<file path="src/rtl/telem_pkg.sv">
// Shared constants and types for the telemetry frame arbiter: sync byte,
// FSM state codes and the frame phase enum.
package telem_pkg;

   localparam logic [7:0] SYNC_BYTE_DEF = 8'hA5;

   localparam logic [1:0] ST_IDLE     = 2'd0;
   localparam logic [1:0] ST_GRANT    = 2'd1;
   localparam logic [1:0] ST_TX_START = 2'd2;
   localparam logic [1:0] ST_TX_WAIT  = 2'd3;

   typedef enum logic [1:0] {
      PH_SYNC = 2'd0,
      PH_TAG  = 2'd1,
      PH_PAY  = 2'd2,
      PH_CSUM = 2'd3
   } phase_t;

   // Index width that stays legal for a single source.
   function automatic int idx_w(input int n);
      return (n > 1) ? $clog2(n) : 1;
   endfunction

endpackage

</file>
<file path="src/rtl/rr_arbiter.sv">
// Combinational round-robin picker: first asserted req at or after ptr,
// searching circularly.
module rr_arbiter import telem_pkg::*; #(
   parameter int N  = 3,
   parameter int IW = idx_w(N)
) (
   input  logic [N-1:0]  req,
   input  logic [IW-1:0] ptr,
   output logic [IW-1:0] gnt_idx,
   output logic          gnt_valid
);

   always_comb begin
      int j;
      j         = 0;
      gnt_valid = 1'b0;
      gnt_idx   = '0;
      // Walk from farthest to nearest so the closest requester wins last.
      for (int k = N - 1; k >= 0; k--) begin
         j = (int'(ptr) + k) % N;
         if (req[j]) begin
            gnt_valid = 1'b1;
            gnt_idx   = IW'(j);
         end
      end
   end

endmodule

</file>
<file path="src/rtl/telemetry_frame_arbiter.sv">
// Round-robin shares one uart_tx between N_SRC FWFT telemetry FIFOs, sending
// each popped word as SYNC, TAG, payload (MSB first), XOR checksum.
module telemetry_frame_arbiter import telem_pkg::*; #(
   parameter int         N_SRC        = 3,
   parameter int         DWIDTH       = 96,
   parameter int         LEN [N_SRC]  = '{12, 12, 8},
   parameter logic [7:0] SYNC_BYTE    = SYNC_BYTE_DEF,
   localparam int        IW           = idx_w(N_SRC)
) (
   input  logic                      clk,
   input  logic                      reset,
   input  logic                      en,
   input  logic [N_SRC-1:0]          src_empty,
   input  logic [N_SRC*DWIDTH-1:0]   src_rd_data,
   output logic [N_SRC-1:0]          src_rd_en,
   output logic                      uart_start,
   output logic [7:0]                uart_din,
   input  logic                      uart_done,
   output logic                      busy,
   output logic [IW-1:0]             grant_idx,
   output logic [15:0]               frame_cnt
);

   logic [1:0]        state;
   phase_t            phase;
   logic [IW-1:0]     rr_ptr;
   logic [IW-1:0]     arb_idx;
   logic              arb_valid;
   logic [DWIDTH-1:0] shreg;
   logic [DWIDTH-1:0] lane_sel;
   logic [7:0]        cur_len;
   logic [7:0]        byte_ctr;
   logic [7:0]        csum;
   logic [7:0]        tag;
   logic [7:0]        cur_byte;

   rr_arbiter #(.N(N_SRC), .IW(IW)) u_arb (
      .req       (~src_empty),
      .ptr       (rr_ptr),
      .gnt_idx   (arb_idx),
      .gnt_valid (arb_valid)
   );

   always_comb begin
      lane_sel = '0;
      cur_len  = '0;
      for (int i = 0; i < N_SRC; i++) begin
         if (grant_idx == IW'(i)) begin
            lane_sel = src_rd_data[i*DWIDTH +: DWIDTH];
            cur_len  = 8'(LEN[i]);
         end
      end
   end

   assign tag = 8'(grant_idx);

   always_comb begin
      case (phase)
         PH_SYNC: cur_byte = SYNC_BYTE;
         PH_TAG:  cur_byte = tag;
         PH_PAY:  cur_byte = shreg[DWIDTH-1 -: 8];
         default: cur_byte = csum;
      endcase
   end

   assign busy       = (state != ST_IDLE);
   assign uart_start = (state == ST_TX_START);
   assign uart_din   = (state == ST_TX_START || state == ST_TX_WAIT) ? cur_byte : 8'h00;

   always_comb begin
      src_rd_en = '0;
      if (state == ST_GRANT)
         src_rd_en[grant_idx] = 1'b1;
   end

   always_ff @(posedge clk or posedge reset) begin
      if (reset) begin
         state     <= ST_IDLE;
         phase     <= PH_SYNC;
         grant_idx <= '0;
         rr_ptr    <= '0;
         shreg     <= '0;
         byte_ctr  <= '0;
         csum      <= '0;
         frame_cnt <= '0;
      end else begin
         case (state)
            ST_IDLE: begin
               if (en && arb_valid) begin
                  grant_idx <= arb_idx;
                  state     <= ST_GRANT;
               end
            end
            ST_GRANT: begin
               // Left-justify the payload so the first byte sits at the top.
               shreg    <= lane_sel << (DWIDTH - 8 * int'(cur_len));
               csum     <= tag;
               phase    <= PH_SYNC;
               byte_ctr <= '0;
               state    <= ST_TX_START;
            end
            ST_TX_START: state <= ST_TX_WAIT;
            default: begin
               if (uart_done) begin
                  state <= ST_TX_START;
                  case (phase)
                     PH_SYNC: phase <= PH_TAG;
                     PH_TAG:  phase <= PH_PAY;
                     PH_PAY: begin
                        csum  <= csum ^ cur_byte;
                        shreg <= shreg << 8;
                        if (byte_ctr == cur_len - 8'd1)
                           phase <= PH_CSUM;
                        else
                           byte_ctr <= byte_ctr + 8'd1;
                     end
                     default: begin
                        frame_cnt <= frame_cnt + 16'd1;
                        rr_ptr    <= (grant_idx == IW'(N_SRC - 1)) ? '0 : grant_idx + IW'(1);
                        state     <= ST_IDLE;
                     end
                  endcase
               end
            end
         endcase
      end
   end

endmodule

</file>
<file path="config.mk">
export PLATFORM = sky130hd
export DESIGN_NAME = telemetry_frame_arbiter
export DESIGN_NICKNAME = d
export VERILOG_FILES = /design/src/rtl/telem_pkg.sv /design/src/rtl/rr_arbiter.sv /design/src/rtl/telemetry_frame_arbiter.sv
export SDC_FILE = /design/constraint.sdc
export NUM_CORES = 1
export LEC_CHECK = 0
export BUFFER_PORTS_ARGS = -buffer_cell sky130_fd_sc_hd__buf_2
export CAP_MARGIN = 20
export CELL_PAD_IN_SITES_DETAIL_PLACEMENT = 0
export CELL_PAD_IN_SITES_GLOBAL_PLACEMENT = 1
export CORE_MARGIN = 2
export CORE_UTILIZATION = 36
export CTS_CLUSTER_SIZE = 28
export DETAILED_ROUTE_END_ITERATION = 6
export GPL_ROUTABILITY_DRIVEN = 0
export HOLD_SLACK_MARGIN = 0.08
export PLACE_DENSITY_LB_ADDON = 0.1
export RECOVER_POWER = 100
export SLEW_MARGIN = 20
export SYNTH_ARGS = -nofsm -noshare
export SYNTH_HDL_FRONTEND = slang
export SYNTH_HIERARCHICAL = 1
export SYNTH_SLANG_ARGS = --single-unit
export TNS_END_PERCENT = 20
</file>
<file path="constraint.sdc">
create_clock -name clk -period 4.1 [get_ports clk]
set_input_delay 0 -clock clk [delete_from_list [all_inputs] [get_ports clk]]
set_output_delay 0 -clock clk [all_outputs]
set_load 0.005 [all_outputs]
</file>
==> results of run 1 <==
[metal layers]
metal	track usage, %	routed length [µm]	part of all wire, %	up-vias
met3	3.333	945	3.7	34
met2	38.24	13150	51	201
met4	6.378	476	1.8	0
li1	-	-	-	4210
met1	26.59	11240	44	3924
met5	0	0	0	-
[kinds of logic after synthesis]
group                      synth area share, %
AOI/OAI and AO/OA                        22.94
and+or+nand+nor                          14.76
DFF                                      41.00
muxes                                    12.44
buffers and inverters                    5.215
xor gates and xnor gates                 1.688
adders and majority gates                1.960
[cell usage in the layout (no fill, tap or decap), types with 5 or more instances in the layout]
cell           count
o211ai_1          44
a221oi_1          11
ha_1              12
nor2b_1           12
inv_1             19
nor3_1             7
nand3_1            7
nor2_1            62
nand2_1          170
a221o_1           15
nand4_1            6
buf_4              7
o21ai_0          157
buf_2            279
mux2_2            14
o31ai_1           13
a21oi_1           41
clkbuf_16         17
and3_1             8
clkbuf_2           6
mux2i_1           84
dfrtp_1          135
clkbuf_1          11
dlygate4sd3_1    137
xor2_1             5
xnor2_1           11
nor4_1             5
[path summary, 6_finish.rpt]
kind                             startpoint             to  depth (start not counted)  slack (ns)
max in group asynchronous             reset   grant_idx[0]                          3        1.73
min in group asynchronous             reset  frame_cnt[14]                          3        0.86
setup / recovery               grant_idx[1]      shreg[87]                          5        0.88
hold reg to reg                   shreg[55]      shreg[55]                          2        0.47
hold / removal             src_rd_data[160]      shreg[64]                          5        0.08
setup reg to reg               grant_idx[1]      shreg[87]                          5        0.88
[power by group]
group          switching (mW)  total (mW)  internal (mW)
logic                    1.93        3.43           1.50
registers               0.418        2.22           1.80
clock network           0.618        1.58          0.964
[flip-flops by register name (all words and copies together) (netlist names)]
signal and cells:
shreg 96, frame_cnt 16, byte_ctr 8, csum 8, grant_idx 2, phase 2
rr_ptr 2, state 2
[metrics by stage]
stage          instances  cell area [µm²]
5_1_grt             1644            11870
2_1_floorplan        963             8300
4_1_cts             1641            11850
3_5_place_dp        1472             9872
3_3_place_gp        1472             9872
6_report            1644            11870
[area by class of cell]
type                    instances  area (µm²)  area share [%]
inverters                      21       82.58          0.6960
clock buffers                  19       432.9           3.649
well taps                     285       356.6           3.005
clock inverters                13       170.2           1.434
multi-input cells             729        4494           37.88
diodes                          1       2.502         0.02109
flip-flops and latches        136        3407           28.71
repair buffers                440        2919           24.60
[critical path, stage by stage (launching register included)]
cell	delay [ns]
dfrtp_1	1.19
nand2b_2	0.88
nor2_1	0.12
a221oi_1	0.23
dlygate4sd3_1	0.59
o21ai_0	0.07
[timing repair]
action | 4_1_cts | 5_1_grt
endpoints found under the hold margin | 201 | 0
resized for setup | 0 | 0
hold buffers | 137 | 0
==> impl_metrics.json, run 1 <==
{
  "wirelength_um": 25810,
  "clk_pin_slew_ns": 0.06,
  "grt_pass1_vias": 8255,
  "areaGrowthSynthToFinish_pct": 42.95,
  "synth_edf_count": 0,
  "crit_arrival_ns": 3.50,
  "syn_nets": 1271,
  "wire_per_inst_um": 15.70,
  "syn_area_um2": 8300,
  "overflow": 0,
  "path_class": "flip-flop to flip-flop",
  "grt_pass1_wl_um": 41320,
  "pwr_density_cell_nw_per_um2": 610.1,
  "chipHeight_um": 155.8,
  "ios": 326,
  "start_util_pct": 36.66,
  "num_rows": 55,
  "dp_hpwl_um": 17570,
  "htreeDepth": 4,
  "ys_seq_elements": 136,
  "fin_ws_ns": 0.8808,
  "grt_max_degree": 120,
  "die_x_um": 155.8,
  "antenna_left": 0,
  "clk_latency_ns": 0.42,
  "syn_inst": 963,
  "finalSetupViolCount": 0,
  "relSlewSlack_pct": -58.59,
  "fmax_mhz": 310.6,
  "clockBufferDepth": 2,
  "cp-start-kind": "flip-flop",
  "core_um2": 22640,
  "ys_top_cells_by_area": "dfrtp_1, mux2i_1, o21ai_0",
  "cp-end-kind": "flip-flop",
  "max_cap_violations": 2,
  "async_flop_share_pct": 100.0,
  "synth_cell_types": 50,
  "yosys-top-cells-count": "nand2_1, o21ai_0, dfrtp_1",
  "num_vias": 8369,
  "fillers": 2190,
  "syn_area_per_cell_um2": 8.619,
  "dieArea_um2": 24290,
  "maxSlewViolCount": 158,
  "gr-usage-all-layers_pct": 21.38,
  "skew_ns": 0.01421,
  "finalHoldViolations": 0,
  "post_cts_buffers": 0,
  "drive_above_1_share_pct": 25.70,
  "yosysTopAreaCell": "dfrtp_1",
  "period_minus_slack_ns": 3.219,
  "synthFlopType": "dfrtp_1",
  "antenna_found_initial": 1,
  "port_buffers": 293,
  "ys_seq_area_share_pct": 41.00,
  "clockRootBuffer": "clkbuf_16",
  "finalCritPeriodShare_pct": 78.52,
  "cts_inserted_buffers": 17,
  "drt-vias-per-instance": 5.091,
  "clock-sinks": 136,
  "drc": 0,
  "whs_ns": 0.08416,
  "power_mw": 7.238,
  "fin_nets": 1653,
  "cts_tree": "yes",
  "violations": "capacitance limit, slew limit",
  "max_slew.worst_pin.slew_ns": 2.379,
  "drt_first_iter_violations": 393,
  "utilization_pct": 52.41,
  "synth_warnings": 6,
  "vdd_drop_max_uv": 294.2,
  "yosysMostFrequentCell": "nand2_1",
  "tns_ns": 0,
  "required_ns": 4.38,
  "leakage_nw": 5.333,
  "outcome": "finished, violations left",
  "rsz0062_at_grt": "no",
  "crit_path_max_fanout": 43,
  "synth_top_cell_area_share_pct": 41.00,
  "hold_class": "primary input to flip-flop",
  "dp_slack_ns": 1.137,
  "dr.pass1.iters": 4
}
No activity file was read; power rests on OpenSTA's default activity.
==> run 2, diff against run 1 <==
==> constraint.sdc (replaced) <==
create_clock -name clk -period 2.97 [get_ports clk]
set_input_delay 0 -clock clk [delete_from_list [all_inputs] [get_ports clk]]
set_output_delay 0 -clock clk [all_outputs]
set_load 0.005 [all_outputs]
==> impl_metrics.json, run 2 (same netlist as run 1, synthesis figures left out) <==
{
  "outcome": "completed",
  "pwr_density_cell_nw_per_um2": 838.5,
  "start_util_pct": 36.66,
  "antenna_left": 0,
  "cp-startpoint": "grant_idx[1]",
  "post_cts_buffers": 0,
  "layout_common_cells": "buf_2, nand2_1, o21ai_0",
  "max_cap_violations": 0,
  "whs_ns": 0.08992,
  "p_seq_share_pct": 30.3,
  "path_class": "flip-flop to flip-flop",
  "clk_pin_slew_ns": 0.06,
  "finalCritPeriodShare_pct": 87.40,
  "final_common_cell": "buf_2",
  "hold_class": "primary input to flip-flop",
  "required_ns": 3.31,
  "dr.pass1.iters": 5,
  "swShare_pct": 40.59,
  "period_minus_slack_ns": 2.596,
  "clk_latency_ns": 0.42,
  "power_switching_mw": 4.076,
  "chipHeight_um": 155.8,
  "finalHoldViolations": 0,
  "max_slew.worst_pin.slew_ns": 1.223,
  "fin_ws_ns": 0.3742,
  "wire_per_inst_um": 15.53,
  "cts.repair.resized": 0,
  "drt_first_iter_violations": 438,
  "die_x_um": 155.8,
  "wirelength_um": 25720,
  "drive_above_1_share_pct": 26.11,
  "relSlewSlack_pct": 18.47,
  "cts_tree": "yes",
  "crit_path_max_fanout": 54,
  "gr-usage-all-layers_pct": 21.41,
  "port_buffers": 293,
  "rr_startpoint": "grant_idx[1]",
  "cts_inserted_buffers": 17,
  "fmax_mhz": 385.2,
  "largest_reg_flops": 96,
  "power.internal_mw": 5.967,
  "drc": 0,
  "cp-end-kind": "flip-flop",
  "crit_arrival_ns": 2.94,
  "dp_slack_ns": 0.7332,
  "areaGrowthSynthToFinish_pct": 44.29,
  "reg_top3": "shreg: 96 flops, frame_cnt: 16 flops",
  "fin_nets": 1666,
  "overflow": 0,
  "dieArea_um2": 24290,
  "largest_register": "shreg",
  "vdd_drop_max_uv": 538.4,
  "p_clk_share_pct": 21.6,
  "drt-vias-per-instance": 5.061,
  "cp-start-kind": "flip-flop",
  "tns_ns": 0,
  "hold_start": "src_rd_data[189]",
  "ios": 326,
  "grt_max_degree": 111,
  "finalSetupViolCount": 0,
  "clock-sinks": 136,
  "dp_hpwl_um": 17940,
  "rsz0062_at_grt": "no",
  "num_rows": 55,
  "pwr-share-comb_pct": 48.1,
  "htreeDepth": 4,
  "skew_ns": 0.01225,
  "grt_pass1_wl_um": 41480,
  "clockBufferDepth": 2,
  "antenna_found_initial": 0,
  "core_um2": 22640,
  "diodes": 0,
  "num_vias": 8381,
  "holdBufCountCts": 141,
  "clockRootBuffer": "clkbuf_16",
  "leakage_nw": 5.379,
  "maxSlewViolCount": 0,
  "grt_pass1_vias": 8306
}
[run 2: changes by cell type in the layout (fill, tap and decap cells not counted), moves of 2 or more]
cell / before / now
buf_12: 0 / 4
buf_4: 7 / 11
dlygate4sd3_1: 137 / 141
mux2_1: 3 / 0
mux2_2: 14 / 17
clkbuf_1: 11 / 13
inv_6: 3 / 1
nand2b_1: 3 / 5
[run 2: worst paths after layout]
kind                                  to  slack (ns)  cells after the start
min reg2reg                frame_cnt[15]        0.47                      1
min in group asynchronous        csum[3]        0.20                      3
max reg2reg                    shreg[41]        0.37                      7
min                            shreg[93]        0.09                      4
max                            shreg[41]        0.37                      7
max in group asynchronous   grant_idx[1]        1.14                      4
[run 2: power groups by stage]
stage / sequential [mW] / clock, mW / combinational (mW)
2_1_floorplan: 2.79 / 0 / 3.47
3_3_place_gp: 3.07 / 0 / 4.48
3_5_place_dp: 3.07 / 0 / 4.53
4_1_cts: 3.05 / 2.24 / 4.93
5_1_grt: 3.13 / 2.31 / 5.46
6_report: 3.04 / 2.17 / 4.83
[run 2: final cells by class]
type | instances | area, µm²
Fill cell | 2222 | 10660
Multi-Input combinational cell | 729 | 4477
Sequential cell | 136 | 3411
Timing Repair Buffer | 453 | 3047
Clock buffer | 19 | 432.9
Tap cell | 285 | 356.6
Clock inverter | 13 | 172.7
Inverter | 21 | 80.08
[run 2: critical path, stage by stage (launching register included)]
cell and delay (ns):
dfrtp_4 0.69, nor2b_1 0.44, buf_12 0.32, nand2_1 0.14, o211ai_1 0.11, dlygate4sd3_1 0.57, o21ai_0 0.07, o21ai_0 0.15
[run 2: per-layer routing]
layer,vias to the layer above,wire [µm],share of wire (%),global-route usage (%)
met5,-,0,0,0
met4,0,480,1.9,6.640
met3,28,880,3.4,3.583
met2,192,13010,51,38.26
met1,3918,11350,44,26.37
li1,4243,-,-,-
[run 2: metrics by stage]
step | total power [mW] | utilization [%] | instance area [µm²] | instances
final | 10.04 | 52.90 | 11980 | 1656
after global routing | 10.90 | 52.90 | 11980 | 1656
after CTS | 10.21 | 53.08 | 12020 | 1656
after detailed placement | 7.600 | 44.17 | 10000 | 1483
after global placement | 7.545 | 44.17 | 10000 | 1483
after floorplan | 6.255 | - | 8304 | 963
